`src/rtl/bcd_counter_n.sv`:
```
// Multi-digit BCD up/down counter with parallel load, wrap or saturate at the
// terminal count, wrap pulse and invalid-load pulse.
module bcd_counter_n #(
  parameter int DIGITS = 4,
  parameter bit WRAP   = 1'b1
) (
  input  logic                  clk,
  input  logic                  reset,
  input  logic                  en,
  input  logic                  up,
  input  logic                  load,
  input  logic [4*DIGITS-1:0]   load_value,
  output logic [4*DIGITS-1:0]   count,
  output logic                  tc,
  output logic                  carry_out,
  output logic                  load_err
);

  logic [4*DIGITS-1:0] stepped;
  logic [4*DIGITS-1:0] clamped;
  logic                bad_digit;
  logic                ripple;
  logic                all9;
  logic                all0;
  logic [3:0]          d;
  logic [3:0]          ld;

  // One-cycle ripple: each digit steps only while every lower digit rolls over.
  always_comb begin
    stepped = count;
    ripple  = 1'b1;
    all9    = 1'b1;
    all0    = 1'b1;
    d       = '0;
    for (int k = 0; k < DIGITS; k++) begin
      d = count[4*k +: 4];
      if (d != 4'd9) all9 = 1'b0;
      if (d != 4'd0) all0 = 1'b0;
      if (ripple) begin
        if (up) begin
          if (d >= 4'd9) begin
            stepped[4*k +: 4] = 4'd0;
          end else begin
            stepped[4*k +: 4] = d + 4'd1;
            ripple = 1'b0;
          end
        end else begin
          if (d == 4'd0) begin
            stepped[4*k +: 4] = 4'd9;
          end else begin
            stepped[4*k +: 4] = d - 4'd1;
            ripple = 1'b0;
          end
        end
      end
    end
  end

  always_comb begin
    clamped   = load_value;
    bad_digit = 1'b0;
    ld        = '0;
    for (int k = 0; k < DIGITS; k++) begin
      ld = load_value[4*k +: 4];
      if (ld > 4'd9) begin
        clamped[4*k +: 4] = 4'd9;
        bad_digit = 1'b1;
      end
    end
  end

  assign tc = up ? all9 : all0;

  always_ff @(posedge clk) begin
    if (reset) begin
      count     <= '0;
      carry_out <= 1'b0;
      load_err  <= 1'b0;
    end else begin
      carry_out <= 1'b0;
      load_err  <= 1'b0;
      if (load) begin
        count    <= clamped;
        load_err <= bad_digit;
      end else if (en) begin
        if (!tc) begin
          count <= stepped;
        end else if (WRAP) begin
          // At the terminal value the ripple naturally yields all-0 / all-9.
          count     <= stepped;
          carry_out <= 1'b1;
        end
      end
    end
  end

endmodule

```
`config.mk`:
```
export PLATFORM = sky130hd
export DESIGN_NAME = bcd_counter_n
export DESIGN_NICKNAME = d
export VERILOG_FILES = /design/src/rtl/bcd_counter_n.sv
export SDC_FILE = /design/constraint.sdc
export NUM_CORES = 1
export LEC_CHECK = 0
export CAP_MARGIN = 20
export CORE_AREA = 2 2 66 68
export DETAILED_ROUTE_END_ITERATION = 16
export DIE_AREA = 0 0 68 70
export GPL_TIMING_DRIVEN = 0
export PLACE_DENSITY = 0.75
export SLEW_MARGIN = 20
export SYNTH_ARGS = -nofsm -noshare
export SYNTH_HDL_FRONTEND = slang
export SYNTH_SLANG_ARGS = --single-unit
```
`constraint.sdc`:
```
create_clock -name clk -period 1.9 [get_ports clk]
set_clock_uncertainty 0.2 [all_clocks]
set_input_delay 0.38 -clock clk [delete_from_list [all_inputs] [get_ports clk]]
set_output_delay 0.38 -clock clk [all_outputs]
set_load 0.05 [all_outputs]
```
==> impl_metrics.json <==
{
  "crit_chain": "clkbuf_2 -> nand4b_1 -> o31ai_4 -> buf_6",
  "clk_root_buffer_cell": "clkbuf_8",
  "wirelength_um": 6534,
  "min_period_ns": 2.261,
  "coreArea_um2": 4144,
  "stdcell_count": 357,
  "crit_fanout": 10,
  "cp-start-kind": "register",
  "dp.cells": 328,
  "post-route-period-util_pct": 119.0,
  "cpMaxStageDelayCell": "dfxtp_2",
  "r2r_slack_ns": -0.29,
  "grt_max_degree": 11,
  "die-area_um2": 4760,
  "failed_checks": "negative setup slack",
  "cp-end-kind": "output port",
  "cts_made_buffers": 3,
  "synth_seq_cells": 18,
  "leakagePower_nw": 1.150,
  "clock_latency_ns": 0.27,
  "synth_edf_count": 0,
  "start_util_pct": 43.93,
  "crit_path_max_incr_delay_ns": 0.45,
  "fp.dieH_um": 70,
  "drive_gt1_share_pct": 36.07,
  "layout_setup_ws_ns": -0.3608,
  "viasPerCell": 6.157,
  "dr.pass1.iters": 5,
  "seq_area_frac_synth_pct": 19.79,
  "grt_pass1_wl_um": 10100,
  "finalNetCount": 340,
  "synthCells": 239,
  "grt_pass1_vias": 2128,
  "maxSlewHeadroom_pct": 56.24,
  "clk_path_buf_depth": 2,
  "die_w_um": 68,
  "synthDistinctLibCells": 64,
  "status": "finished, violations left",
  "vias": 2198,
  "routedWlPerCell_um": 18.30,
  "power.density_nw_per_um2": 567.8,
  "ys_warn_count": 0,
  "synth.area.top_cells": "dfxtp_1, ha_1, o21ai_0, inv_1, a21oi_1",
  "worst_pin_slew_ns": 0.6564,
  "area_growth_pct": 59.11,
  "clock_sinks": 18,
  "rows": 24,
  "path_clk_slew_ns": 0.08,
  "hold_slack_ns": 0.3572,
  "globalRouteMet2Util_pct": 45.63,
  "min_path_type": "register to register",
  "antenna_left": 0,
  "place_congestion": 0.8560,
  "cp.arrival_ns": 1.68,
  "cap_violations": 0,
  "grt_use_met1_pct": 35.98,
  "synth_fp_nets": 273,
  "rsz0062_at_grt": "yes",
  "diodes": 0,
  "drc": 0,
  "cts_tree": "yes",
  "io_buffer_count": 37,
  "track_usage_pct": 27.30,
  "yosys.area.top_type": "dfxtp_1",
  "finalPower_mw": 1.645,
  "antenna_found_initial": 0,
  "peakVddDrop_mv": 0.4936,
  "final_max_slew_viol_count": 0,
  "netlist.area_leader.share_pct": 19.79,
  "overflow": 0,
  "async_flop_share_pct": 0,
  "fmax_mhz": 442.3,
  "worst_ep_required_time_ns": 1.32,
  "netlist_area_um2": 1820,
  "hold_buffers": 0,
  "finalHoldViolCount": 0,
  "met3_usage_pct": 3.221,
  "critPathKind": "register to output port",
  "synth_ff_type": "dfxtp_1",
  "drt_iter0_markers": 237,
  "grt_busiest_layer": "met2",
  "num_io_pins": 40,
  "setup_violations": 15,
  "syn_avg_cell_area_um2": 7.617,
  "cts_max_level": 1,
  "hpwl_um": 4079
}
==> placed cells by master (no fill, tap or decap), types with 7 or more instances in the layout <==
master            n
a21oi_1          14
buf_4            21
buf_6             7
clkdlybuf4s50_1  17
dfxtp_2           8
dfxtp_4           8
dlygate4sd2_1    15
ha_4              7
inv_1            13
nand2_1           9
nand3_1           7
nand3b_1          7
nor2_1           17
o21ai_0          15
==> synth_stat cells (all sizes together), types with 3 or more instances <==
| cell | count |
|---|---|
| a211oi | 3 |
| a21oi | 15 |
| a31oi | 7 |
| and3 | 4 |
| buf | 6 |
| clkbuf | 9 |
| dfxtp | 18 |
| ha | 13 |
| inv | 21 |
| nand2 | 9 |
| nand2b | 3 |
| nand3 | 9 |
| nand3b | 7 |
| nand4 | 3 |
| nor2 | 18 |
| nor2b | 3 |
| nor3 | 5 |
| nor4b | 6 |
| o21ai | 23 |
| o21bai | 3 |
| o311a | 3 |
| o31ai | 5 |
| or3b | 3 |
| xnor2 | 3 |
==> worst paths after layout <==
path	endpoint	start	depth (start not counted)
max	tc	count[11]$_SDFFE_PP0P_	4
min	count[13]$_SDFFE_PP0P_	count[13]$_SDFFE_PP0P_	2
max reg2reg	count[12]$_SDFFE_PP0P_	count[5]$_SDFFE_PP0P_	8
min reg2reg	count[13]$_SDFFE_PP0P_	count[13]$_SDFFE_PP0P_	2
==> registers in the layout, indices dropped and copies added, names as in the netlist <==
register,flops
count,16
carry_out,1
load_err,1
==> power by group <==
group          internal (mW)  switching, mW
sequential             0.408         0.0548
clock                  0.185          0.158
combinational          0.378          0.462
total                  0.971          0.674
==> cells by family (layout without fill, tap and decap cells) <==
kind of cell | Yosys count | count (layout) | share of synthesized area [%]
XOR/XNOR | 3 | 3 | 1.444
AO/OA/AOI/OAI | 84 | 84 | 32.72
multiplexers | 2 | 2 | 1.100
buffers and inverters | 37 | 103 | 8.522
adder cells (fa/ha/maj) | 13 | 13 | 8.935
AND/OR/NAND/NOR | 82 | 82 | 27.49
flip-flops | 18 | 18 | 19.79
==> worst max-delay path, delay by kind of cell, from the launching register on <==
kind                   cells  cell delay [ns]
buffers and inverters      2             0.48
flip-flops                 1             0.45
AND/OR/NAND/NOR            1             0.19
AO/OA/AOI/OAI              1             0.30
==> layer usage <==
metal  vias up  routed length [µm]
li1       1030                   -
met1      1047                2647
met2       113                3382
met3         8                 451
met4         0                  53
met5         -                   0
==> timing repair <==
item,in CTS,in global routing
pin swaps,19,12
setup buffers,15,10
resized for setup,62,28
endpoints found under the setup margin,36,19
==> layout make-up <==
type / instances / area [µm²]
plain buffers: 15 / 96.34
clock buffers: 4 / 55.05
well taps: 52 / 65.06
fillers: 326 / 1247
repair buffers: 62 / 558.0
flip-flops and latches: 18 / 400.4
inverters: 22 / 103.9
multi-input cells: 184 / 1618
==> metrics by stage <==
stage               util, %  setup TNS (ns)  setup WS (ns)  area, µm²
CTS                   65.46          -1.737        -0.3205       2713
global route          69.90          -3.542        -0.4098       2897
global placement      58.48          -11.86         -1.536       2424
finish                69.90          -2.638        -0.3608       2897
floorplan                 -         -0.8005        -0.1693       1988
detailed placement    58.48          -12.36         -1.559       2424
(Power assumes the default switching activity.)
